## config.mk

```make
export PLATFORM = sky130hd
export DESIGN_NAME = halfword_store_flat
export DESIGN_NICKNAME = d
export VERILOG_FILES = /design/src/rtl/mem_pkg.sv /design/src/rtl/halfword_store_if.sv /design/src/rtl/halfword_merge.sv /design/src/rtl/halfword_store.sv /design/src/flat_wrapper.sv
export SDC_FILE = /design/constraint.sdc
export NUM_CORES = 1
export LEC_CHECK = 0
export CORE_MARGIN = 4
export CORE_UTILIZATION = 43
export DETAILED_ROUTE_END_ITERATION = 8
export GPL_ROUTABILITY_DRIVEN = 0
export PLACE_DENSITY_LB_ADDON = 0.15
export SLEW_MARGIN = 20
export SYNTH_ARGS = -nofsm -noshare
export SYNTH_HDL_FRONTEND = slang
export SYNTH_SLANG_ARGS = --single-unit
export TNS_END_PERCENT = 10
```

## constraint.sdc

```tcl
create_clock -name clk -period 2.1 [get_ports clk]
set_input_delay 0.42 -clock clk [delete_from_list [all_inputs] [get_ports clk]]
set_output_delay 0.42 -clock clk [all_outputs]
set_load 0.02 [all_outputs]
```

## src/rtl/mem_pkg.sv

```systemverilog
// Shared definitions for the 128 x 32-bit memory and its halfword read/write paths.
package mem_pkg;
  localparam int WORD_W    = 32;
  localparam int WORDS     = 128;
  localparam int NUM_LANES = WORD_W / 8;

  typedef enum logic [2:0] {
    IDLE = 3'd0,
    RD0  = 3'd1,
    WR0  = 3'd2,
    RD1  = 3'd3,
    WR1  = 3'd4,
    DONE = 3'd5
  } state_t;

  // Big-endian byte lanes: lane 0 is bits 31:24
  localparam logic [1:0] LANE0 = 2'd0;
  localparam logic [1:0] LANE1 = 2'd1;
  localparam logic [1:0] LANE2 = 2'd2;
  localparam logic [1:0] LANE3 = 2'd3;
endpackage

```

## src/rtl/halfword_store_if.sv

```systemverilog
// Request and memory-port signals of the halfword store; the store block is the slave.
interface halfword_store_if
  import mem_pkg::*;
#(
  parameter int ADDR_W = 8
);
  logic              start;
  logic [ADDR_W-1:0] addr;
  logic [15:0]       data;
  logic              busy;
  logic              done;
  logic [ADDR_W-3:0] mem_addr;
  logic [WORD_W-1:0] mem_din;
  logic              mem_we;
  logic [WORD_W-1:0] mem_dout;

  modport slave (
    input  start, addr, data, mem_dout,
    output busy, done, mem_addr, mem_din, mem_we
  );

  modport master (
    output start, addr, data, mem_dout,
    input  busy, done, mem_addr, mem_din, mem_we
  );
endinterface

```

## src/rtl/halfword_merge.sv

```systemverilog
// Merges a big-endian halfword into an old word; second selects the spill byte of a lane-3 store.
module halfword_merge
  import mem_pkg::*;
(
  input  logic [WORD_W-1:0] old_word,
  input  logic [1:0]        lane,
  input  logic [15:0]       data,
  input  logic              second,
  output logic [WORD_W-1:0] merged
);
  logic [0:NUM_LANES-1][7:0] o;
  logic [0:NUM_LANES-1][7:0] m;

  assign o      = old_word;
  assign merged = m;

  for (genvar b = 0; b < NUM_LANES; b++) begin : g_lane
    // high byte lands in lane, low byte in lane+1 (falls off the word for lane 3)
    assign m[b] = second                          ? ((b == 0) ? data[7:0] : o[b]) :
                  (lane == 2'(b))                 ? data[15:8] :
                  ({1'b0, lane} + 3'd1 == 3'(b))  ? data[7:0]  :
                                                    o[b];
  end
endmodule

```

## src/rtl/halfword_store.sv

```systemverilog
// Read-modify-write halfword store into a word-wide single-port memory; lane-3 stores take two passes.
module halfword_store
  import mem_pkg::*;
#(
  parameter int ADDR_W = 8
) (
  input  logic             clk,
  input  logic             rst_n,
  halfword_store_if.slave  bus
);
  localparam int WA_W = ADDR_W - 2;

  state_t            state, state_nxt;
  logic [WA_W-1:0]   w;
  logic [WA_W-1:0]   w_inc;
  logic [1:0]        lane;
  logic [15:0]       data_q;
  logic              second;
  logic [WORD_W-1:0] merged;

  // wraps naturally at the top of the word space
  assign w_inc  = w + WA_W'(1);
  assign second = (state == RD1) || (state == WR1);

  halfword_merge u_merge (
    .old_word (bus.mem_dout),
    .lane     (lane),
    .data     (data_q),
    .second   (second),
    .merged   (merged)
  );

  always_ff @(posedge clk or negedge rst_n) begin
    if (!rst_n) state <= IDLE;
    else        state <= state_nxt;
  end

  always_ff @(posedge clk or negedge rst_n) begin
    if (!rst_n) begin
      w      <= '0;
      lane   <= '0;
      data_q <= '0;
    end else if (state == IDLE && bus.start) begin
      w      <= bus.addr[ADDR_W-1:2];
      lane   <= bus.addr[1:0];
      data_q <= bus.data;
    end
  end

  always_comb begin
    state_nxt = state;
    case (state)
      IDLE:    if (bus.start) state_nxt = RD0;
      RD0:     state_nxt = WR0;
      WR0:     state_nxt = (lane == LANE3) ? RD1 : DONE;
      RD1:     state_nxt = WR1;
      WR1:     state_nxt = DONE;
      DONE:    state_nxt = IDLE;
      default: state_nxt = IDLE;
    endcase
  end

  always_comb begin
    bus.busy     = 1'b0;
    bus.done     = 1'b0;
    bus.mem_addr = '0;
    bus.mem_din  = '0;
    bus.mem_we   = 1'b0;
    case (state)
      RD0: begin
        bus.busy     = 1'b1;
        bus.mem_addr = w;
      end
      WR0: begin
        bus.busy     = 1'b1;
        bus.mem_addr = w;
        bus.mem_we   = 1'b1;
        bus.mem_din  = merged;
      end
      RD1: begin
        bus.busy     = 1'b1;
        bus.mem_addr = w_inc;
      end
      WR1: begin
        bus.busy     = 1'b1;
        bus.mem_addr = w_inc;
        bus.mem_we   = 1'b1;
        bus.mem_din  = merged;
      end
      DONE: begin
        bus.busy = 1'b1;
        bus.done = 1'b1;
      end
      default: ;
    endcase
  end
endmodule

```

## src/flat_wrapper.sv

```systemverilog
// flat-port wrapper written by rule: the top's interface ports become plain ports
module halfword_store_flat import mem_pkg::*;
#(
  parameter int ADDR_W = 8
)
  (clk, rst_n, bus_start, bus_addr, bus_data, bus_mem_dout, bus_busy, bus_done, bus_mem_addr, bus_mem_din, bus_mem_we);
  halfword_store_if #(.ADDR_W(ADDR_W)) bus_i ();
  input  logic clk;
  input  logic rst_n;
  input wire logic [$bits(bus_i.start)-1:0] bus_start;
  input wire logic [$bits(bus_i.addr)-1:0] bus_addr;
  input wire logic [$bits(bus_i.data)-1:0] bus_data;
  input wire logic [$bits(bus_i.mem_dout)-1:0] bus_mem_dout;
  output wire logic [$bits(bus_i.busy)-1:0] bus_busy;
  output wire logic [$bits(bus_i.done)-1:0] bus_done;
  output wire logic [$bits(bus_i.mem_addr)-1:0] bus_mem_addr;
  output wire logic [$bits(bus_i.mem_din)-1:0] bus_mem_din;
  output wire logic [$bits(bus_i.mem_we)-1:0] bus_mem_we;
  assign bus_i.start = bus_start;
  assign bus_i.addr = bus_addr;
  assign bus_i.data = bus_data;
  assign bus_i.mem_dout = bus_mem_dout;
  assign bus_busy = bus_i.busy;
  assign bus_done = bus_i.done;
  assign bus_mem_addr = bus_i.mem_addr;
  assign bus_mem_din = bus_i.mem_din;
  assign bus_mem_we = bus_i.mem_we;
  halfword_store #(.ADDR_W(ADDR_W)) u_core (.clk(clk), .rst_n(rst_n), .bus(bus_i));
endmodule
```

==> impl_results.md, run 1 <==
* Met1 Wirelength at ~3.6 mm
* Antenna-violating nets left at 0
* Clock-pin slew on the worst setup and hold paths at about 0.09 ns
* Yosys reg bits at 27
* Post-detail-place hpwl at around 6 mm
* Largest net degree at the start of global routing at 28
* Async S/R FF share, synth at 1.00
* Iteration count of the initial detailed-routing pass at 4
* Number of distinct library cells after synthesis at 42
* First-pass GRT wire length at between 10 and 15 mm
* Period utilization at 1.06
* Via count normalized by instance count at roughly 5.7
* Iteration-0 DRC count of the detailed router at 88
* Smallest hold slack at around 0.52 ns
* Run status: finished, violations left
* Most frequent cells in the layout: sky130_fd_sc_hd__buf_4 (85), sky130_fd_sc_hd__clkdlybuf4s50_1 (58), sky130_fd_sc_hd__dfrtp_1 (26), sky130_fd_sc_hd__mux2_1 (17), sky130_fd_sc_hd__buf_6 (16)
* Post-synthesis mux area share at 0.184
* Nets@finish at 458
* Max FO, Critical Path at 5
* Transition time at the pin with the least slew margin at around 0.37 ns
* Number of max-slew violations in the final report at 0
* Hold bufs inserted after CTS at 0
* Global-route total usage across every layer at 0.246
* Simple-gate share of the synthesized area at 0.172
* Antenna diode instance count at 0
* Type of the setup path with the least slack: reg -> out
* Worst-case headroom to the max-slew limit at 0.754
* Highest routing layer actually used: met4
* Residual DRC count at 0
* Syn Inst Count at 252
* Top cells by area, synth: sky130_fd_sc_hd__dfrtp_1 (30%), sky130_fd_sc_hd__mux2_1 (8.4%), sky130_fd_sc_hd__mux2_2 (6.4%)
* Effective utilization at floorplan at 0.445
* Worst clock skew on the final layout at 0.00621 ns
* Floorplan Core Area at approximately 5100 sq um
* Insertion delay to the later sink of the worst-skew pair at between 0.2 and 0.3 ns
* Syn. warnings at 0
* IR Drop Worst-Case VDD at ~1.2 mV
* Arrival time at the worst endpoint at ~1.8 ns
* Die area at roughly 6500 sq um
* Minimum period implied by the final worst setup slack at 2.23 ns
* Clock Tree Root: sky130_fd_sc_hd__clkbuf_8
* Layout cell share with drive strength beyond 1 at 0.426
* Post-Synth XOR/XNOR Area at 0.0154
* Detailed-routed wire length on met2 at 3.95 mm
* Clock Sinks at 27
* CP cell instances: or3b_4, buf_4, a21o_1, a22oi_1, buf_4
* Syn Area/Cell at about 9 sq um
* Number of H-tree branching levels at 1
* Critical path capture point type: primary output
* Crit path setup slack, layout at -0.129 ns
* Number of enable flip-flop cells after synthesis at 0
* Final setup violation count at 38
* Inserted Clock Buffers at 3
* Max Freq at around 450 MHz
* Post-synthesis sequential area ratio at 0.297
* Required time of the critical path at ~1.7 ns
* RSZ-0062 raised after global routing: yes
* Area share of the largest cell type after synthesis at 0.297
* Cell at the slowest stage of the critical path: sky130_fd_sc_hd__dfrtp_2
* Initial antenna violation count at 0
* Area Overhead vs Synth at 75.0%
* Arithmetic-cell share of the synthesized area counting full adders, half adders and majority gates at 0.00551
* Boundary Pins at 100
* Synthesized-area fraction occupied by ao, oa, aoi and oai cells at 0.254
* Type of the tightest min-delay check: in -> async
* Largest stage delay on the critical path at between 0.4 and 0.5 ns
* Number of violations of the max-capacitance limit at 0
* Synthesized netlist net count at about 310
* Number of vias after detailed routing at ~2.7k
* Total count of hold-check failures in the final report at 0
* Combined area of all synthesized cells at about 2300 sq um
* Cell occurring most often along the worst timing path: sky130_fd_sc_hd__buf_4
* Horizontal die dimension at approximately 81 um
* Violated checks: negative setup slack
* Final wirelength at a little over 8 mm
* Bufs on Longest Clock Path at 2
* Sort of element at the start of the critical path: flip-flop
* Combinational family with the most area after synthesis: compound AO/OA/AOI/OAI gates
* Power density of the placed cells at approximately 1700 nW/um^2
* Count of standard-cell rows at 26
* Total global routing overflow at 0
* Count of input and output buffers at 99
* Number of global-route vias before repair at 2559
* Height of the die at 80.7 um
* Leakage component of the power at about 1.7 nW
* CTS tree: built
* Most common library cell in the layout ignoring fill and taps: sky130_fd_sc_hd__buf_4
* Met3 WL at between 600 and 700 um
* Overall power consumption at between 6 and 7 mW
* Cell accounting for the most synthesized area: sky130_fd_sc_hd__dfrtp_1
* Detail-routed net length per standard cell at roughly 18 um
* Predominant post-synthesis flop cell: sky130_fd_sc_hd__dfrtp_1
where the power goes:
part           leakage, nW  switching [mW]  internal, mW
registers            0.321           0.284         0.784
clock network       0.0255           0.169         0.133
logic                 1.35            2.82          2.67
total                 1.69            3.27          3.58
cell type report:
type,count,area [sq um]
Sequential cell,27,677
Timing Repair Buffer,168,1490
Clock buffer,3,41.3
Multi-Input combinational cell,192,1650
Fill cell,374,1130
Inverter,6,22.5
Clock inverter,1,5.00
Tap cell,70,87.6
sequential cells by signal, summed over array words and instances, names as in the netlist:
signal	flops
u_core.data_q	16
u_core.lane	2
u_core.state	3
u_core.w	6
cell usage after synthesis, types with 2 or more instances:
cell type	instances
sky130_fd_sc_hd__a22o_1	2
sky130_fd_sc_hd__and3b_1	9
sky130_fd_sc_hd__o31ai_1	8
sky130_fd_sc_hd__clkbuf_1	10
sky130_fd_sc_hd__a22oi_1	2
sky130_fd_sc_hd__xor2_1	3
sky130_fd_sc_hd__a211oi_1	2
sky130_fd_sc_hd__mux2i_1	8
sky130_fd_sc_hd__mux2_1	17
sky130_fd_sc_hd__buf_2	10
sky130_fd_sc_hd__inv_1	5
sky130_fd_sc_hd__a21oi_1	11
sky130_fd_sc_hd__nand3b_1	2
sky130_fd_sc_hd__nor2b_1	7
sky130_fd_sc_hd__o21ai_1	8
sky130_fd_sc_hd__a311oi_1	8
sky130_fd_sc_hd__nand2_1	13
sky130_fd_sc_hd__nor3_1	2
sky130_fd_sc_hd__o21ai_0	14
sky130_fd_sc_hd__buf_4	5
sky130_fd_sc_hd__mux2_2	13
sky130_fd_sc_hd__nor2_1	3
sky130_fd_sc_hd__dfrtp_1	27
sky130_fd_sc_hd__o2111ai_1	16
sky130_fd_sc_hd__and2_1	3
sky130_fd_sc_hd__nand3_1	22
sky130_fd_sc_hd__o211ai_1	7
metal layers:
layer,up-vias,GRT usage
li1,1264,-
met1,1254,0.325
met2,121,0.425
met3,11,0.0314
met4,0,0.0541
met5,-,0
through the flow:
| stage | area (sq um) | instances | utilization | TNS, ns | setup WS [ns] |
|---|---|---|---|---|---|
| after floorplan | 2270 | 252 | - | -0.343 | -0.0428 |
| after global placement | 3690 | 452 | 0.723 | -10.26 | -0.325 |
| after detailed placement | 3690 | 452 | 0.723 | -11.47 | -0.339 |
| after CTS | 3860 | 465 | 0.756 | -3.37 | -0.139 |
| after global routing | 3980 | 467 | 0.779 | -5.95 | -0.230 |
| final | 3980 | 467 | 0.779 | -3.00 | -0.129 |
cell families after synthesis:
group / Yosys count
adder cells (fa/ha/maj): 1
AND/OR/NAND/NOR: 66
flip-flops: 27
XOR/XNOR: 4
multiplexers: 38
AO/OA/AOI/OAI: 83
buffers and inverters: 33
worst max-delay path: cells and delay by family, from the launching register on:
kind,cells,cell delay (ns)
AO/OA/AOI/OAI,2,0.30
AND/OR/NAND/NOR,1,0.45
flip-flops,1,0.45
buffers and inverters,2,0.34
worst paths after layout:
path | slack (ns) | endpoint | depth (start not counted) | startpoint
max | -0.13 | bus_mem_addr[2] | 5 | u_core.state[1]
min | 0.52 | u_core.lane[1] | 2 | rst_n
max reg2reg | 0.33 | u_core.data_q[0] | 6 | u_core.state[1]
min in group clk | 0.58 | u_core.w[5] | 2 | u_core.w[5]
max in group asynchronous | 1.28 | u_core.state[1] | 2 | rst_n
min reg2reg | 0.58 | u_core.w[5] | 2 | u_core.w[5]
timing repair:
| item | CTS | global route |
|---|---|---|
| gates cloned | 2 | 0 |
| setup buffers | 7 | 2 |
| pin swaps | 6 | 6 |
| setup endpoints to repair | 41 | 39 |
| resized for setup | 242 | 29 |
No activity file was read; power rests on OpenSTA's default activity.
==> run 2: changes to the inputs <==
--- a/config.mk
+++ b/config.mk
@@ -6,8 +6,9 @@
 export NUM_CORES = 1
 export LEC_CHECK = 0
 export CORE_MARGIN = 4
-export CORE_UTILIZATION = 43
+export CORE_UTILIZATION = 50
 export DETAILED_ROUTE_END_ITERATION = 8
+export DONT_BUFFER_PORTS = 1
 export GPL_ROUTABILITY_DRIVEN = 0
 export PLACE_DENSITY_LB_ADDON = 0.15
 export SLEW_MARGIN = 20
==> run 2 against run 1 <==
Effect of this change:
- the flow still finishes with violations (negative setup slack)
- routed wire length is 14% lower
- via count is 13% lower
- first-iteration DRC count is 19% higher
- power is 6.2% lower
- register-to-register slack worse by 0.11 ns
- largest power group unchanged
==> impl_results.md, run 2 (synthesis gave the netlist of run 1 again) <==
* Required time of the critical path at 1.68 ns (about the same)
* Antenna diode instance count at 0 (unchanged)
* Most common library cell in the layout ignoring fill and taps: sky130_fd_sc_hd__buf_4
* Residual DRC count at 0 (unchanged)
* Filler cells at 300 (-20%)
* Number of vias after detailed routing at 2296 (-13%)
* Type of the setup path with the least slack: reg -> out
* Run status: finished, violations left
* Final wirelength at 7.13 mm (-14%)
* Type of the tightest min-delay check: in -> reg
* Critical Path Source: u_core.state[1]
* Clock-pin slew on the worst setup and hold paths at 0.09 ns (about the same)
* Clock Tree Root: sky130_fd_sc_hd__clkbuf_8
* Number of flip-flops in the largest register at 16 (unchanged)
* Clock Sinks at 27 (unchanged)
* Total global routing overflow at 0 (unchanged)
* Initial antenna violation count at 0 (unchanged)
* Largest net degree at the start of global routing at 28 (unchanged)
* Leading registers by flop count: u_core.data_q: 16 flops, u_core.w: 6 flops, u_core.state: 3 flops
* Detail-routed net length per standard cell at 19.9 um (+12%)
* CP cell instances: buf_6, xor2_4, buf_4, buf_16, o2111ai_2, o31ai_4, buf_6
* Period utilization at 1.06 (-0.00579)
* Height of the die at 75.4 um (-6.5%)
* Max FO, Critical Path at 14 (+9)
* Inserted Clock Buffers at 3 (unchanged)
* Largest register by flop count: u_core.data_q
* Number of placed instances, taps included at 335 (-26%)
* Max Freq at 451 MHz (+0.55%)
* Worst reg2reg path depth at 7 (+1)
* Count of input and output buffers at 0 (-100%)
* Worst setup path end: bus_mem_din[5]
* CTS tree: built
* Worst hold stages at 1
* Worst clock skew on the final layout at 0.00263 ns (-0.00358 ns)
* Total count of hold-check failures in the final report at 0 (unchanged)
* First-pass GRT wire length at 10.7 mm (-15%)
* Worst reg2reg path endpoint: u_core.data_q[14]
* Nets@finish at 368 (-20%)
* Antenna-violating nets left at 0 (unchanged)
* Cell occurring most often along the worst timing path: sky130_fd_sc_hd__buf_6
* Sort of element at the start of the critical path: flip-flop
* Critical path capture point type: primary output
* Reg-to-reg startpoint: u_core.state[2]
* Insertion delay to the later sink of the worst-skew pair at 0.26 ns (-0.02 ns)
* Horizontal die dimension at 75.4 um (-6.5%)
* Violated checks: negative setup slack
* Power density of the placed cells at 1970 nW/um^2 (+14%)
* Layout cell share with drive strength beyond 1 at 0.453 (+0.0271)
* Number of max-slew violations in the final report at 0 (unchanged)
* Iteration count of the initial detailed-routing pass at 4 (unchanged)
* Post-detail-place hpwl at 5.05 mm (-14%)
* Worst-case headroom to the max-slew limit at 0.685 (-0.0688)
* Floorplan Core Area at 4380 sq um (-14%)
* Via count normalized by instance count at 6.40 (+13%)
* Count of placed standard cells in the final layout, fillers left out at 359 (-23%)
* Crit path setup slack, layout at -0.117 ns (+0.0122 ns)
* Global-route total usage across every layer at 0.243 (-0.00206)
* Boundary Pins at 100 (unchanged)
* Final setup violation count at 34 (-11%)
* Minimum period implied by the final worst setup slack at 2.22 ns (-0.0122 ns)
* Register-to-register setup slack at 0.22 ns (-0.11 ns)
* RSZ-0062 raised after global routing: yes
* Cell at the slowest stage of the critical path: sky130_fd_sc_hd__dfrtp_1
* Number of violations of the max-capacitance limit at 0 (unchanged)
* Arrival time at the worst endpoint at 1.80 ns (about the same)
* Largest stage delay on the critical path at 0.43 ns (-0.02 ns)
* Bufs on Longest Clock Path at 2 (unchanged)
* Effective utilization at floorplan at 0.518 (+0.0734)
* Number of global-route vias before repair at 2203 (-14%)
* Transition time at the pin with the least slew margin at 0.474 ns (+0.105 ns)
* Most frequent cells in the layout: sky130_fd_sc_hd__buf_4 (59), sky130_fd_sc_hd__dfrtp_1 (26), sky130_fd_sc_hd__mux2_1 (17), sky130_fd_sc_hd__o21ai_0 (14), sky130_fd_sc_hd__o2111ai_1 (13)
* Number of H-tree branching levels at 1 (unchanged)
* Die area at 5690 sq um (-13%)
* Iteration-0 DRC count of the detailed router at 105 (+19%)
* Leakage component of the power at 1.35 nW (-21%)
* Area Overhead vs Synth at 43.6%
* Total Neg Setup Slack at -2.19 ns (+0.804 ns)
* IR Drop Worst-Case VDD at 1.00 mV (-17%)
* Count of standard-cell rows at 24 (-7.7%)
run 2: cell types whose count changed in the layout (fill, tap and decap cells not counted), sizes merged:
cell / change
clkinv: -1
dlygate4sd3: +1
clkdlybuf4s50: -58
clkbuf: +1
buf: -32
dlygate4sd2: -1
clkinvlp: +1
inv: -1
run 2: final cells by class:
type | count | area (sq um) | area share
Multi-Input combinational cell | 192 | 1720 | 0.526
Timing Repair Buffer | 78 | 733 | 0.225
Sequential cell | 27 | 677 | 0.207
Tap cell | 52 | 65.1 | 0.0199
Clock buffer | 4 | 45.0 | 0.0138
Inverter | 6 | 26.3 | 0.00805
run 2: worst max-delay path, delay by kind of cell (launching register included):
kind | cells | cell delay, ns
AOI/OAI and AO/OA | 2 | 0.29
xor gates and xnor gates | 1 | 0.22
buffers and inverters | 4 | 0.60
DFF | 1 | 0.43
run 2: worst min-delay path by stage:
stage | from | end | slack (ns)
floorplan | rst_n | u_core.data_q[0] | 0.12
global placement | rst_n | u_core.lane[1] | 0.13
detailed placement | rst_n | u_core.w[4] | 0.13
CTS | bus_addr[6] | u_core.w[4] | 0.28
global route | bus_data[7] | u_core.data_q[7] | 0.28
finish | bus_data[10] | u_core.data_q[10] | 0.28
run 2: what timing repair did:
action	CTS	global route
hold buffers	2	0
setup endpoints to repair	38	40
pin swaps	11	10
endpoints found under the hold margin	27	0
cloned	3	1
setup buffers	14	2
gates resized for setup	44	28
run 2: stage by stage:
step / area, sq um / util / setup slack, ns / hold slack [ns] / power [mW]
5_1_grt: 3260 / 0.744 / -0.208 / 0.276 / 6.83
4_1_cts: 3120 / 0.712 / -0.0985 / 0.280 / 6.12
3_3_place_gp: 2680 / 0.611 / 0.0698 / 0.125 / 4.92
3_5_place_dp: 2680 / 0.611 / 0.0434 / 0.125 / 4.97
2_1_floorplan: 2270 / - / -0.0428 / 0.124 / 3.67
6_report: 3260 / 0.744 / -0.117 / 0.284 / 6.43
run 2: where the power goes:
group,internal [mW],switching (mW),leakage [nW]
Clock,0.135,0.148,0.0228
Combinational,2.32,2.70,1.00
Sequential,0.785,0.345,0.321
Total,3.24,3.19,1.35
run 2: per-layer routing:
metal | GRT usage | up-vias | share of wire
met5 | 0 | - | 0
met4 | 0.0583 | 0 | 0.011
met3 | 0.0475 | 6 | 0.090
met2 | 0.420 | 98 | 0.47
met1 | 0.315 | 1113 | 0.43
li1 | - | 1079 | -
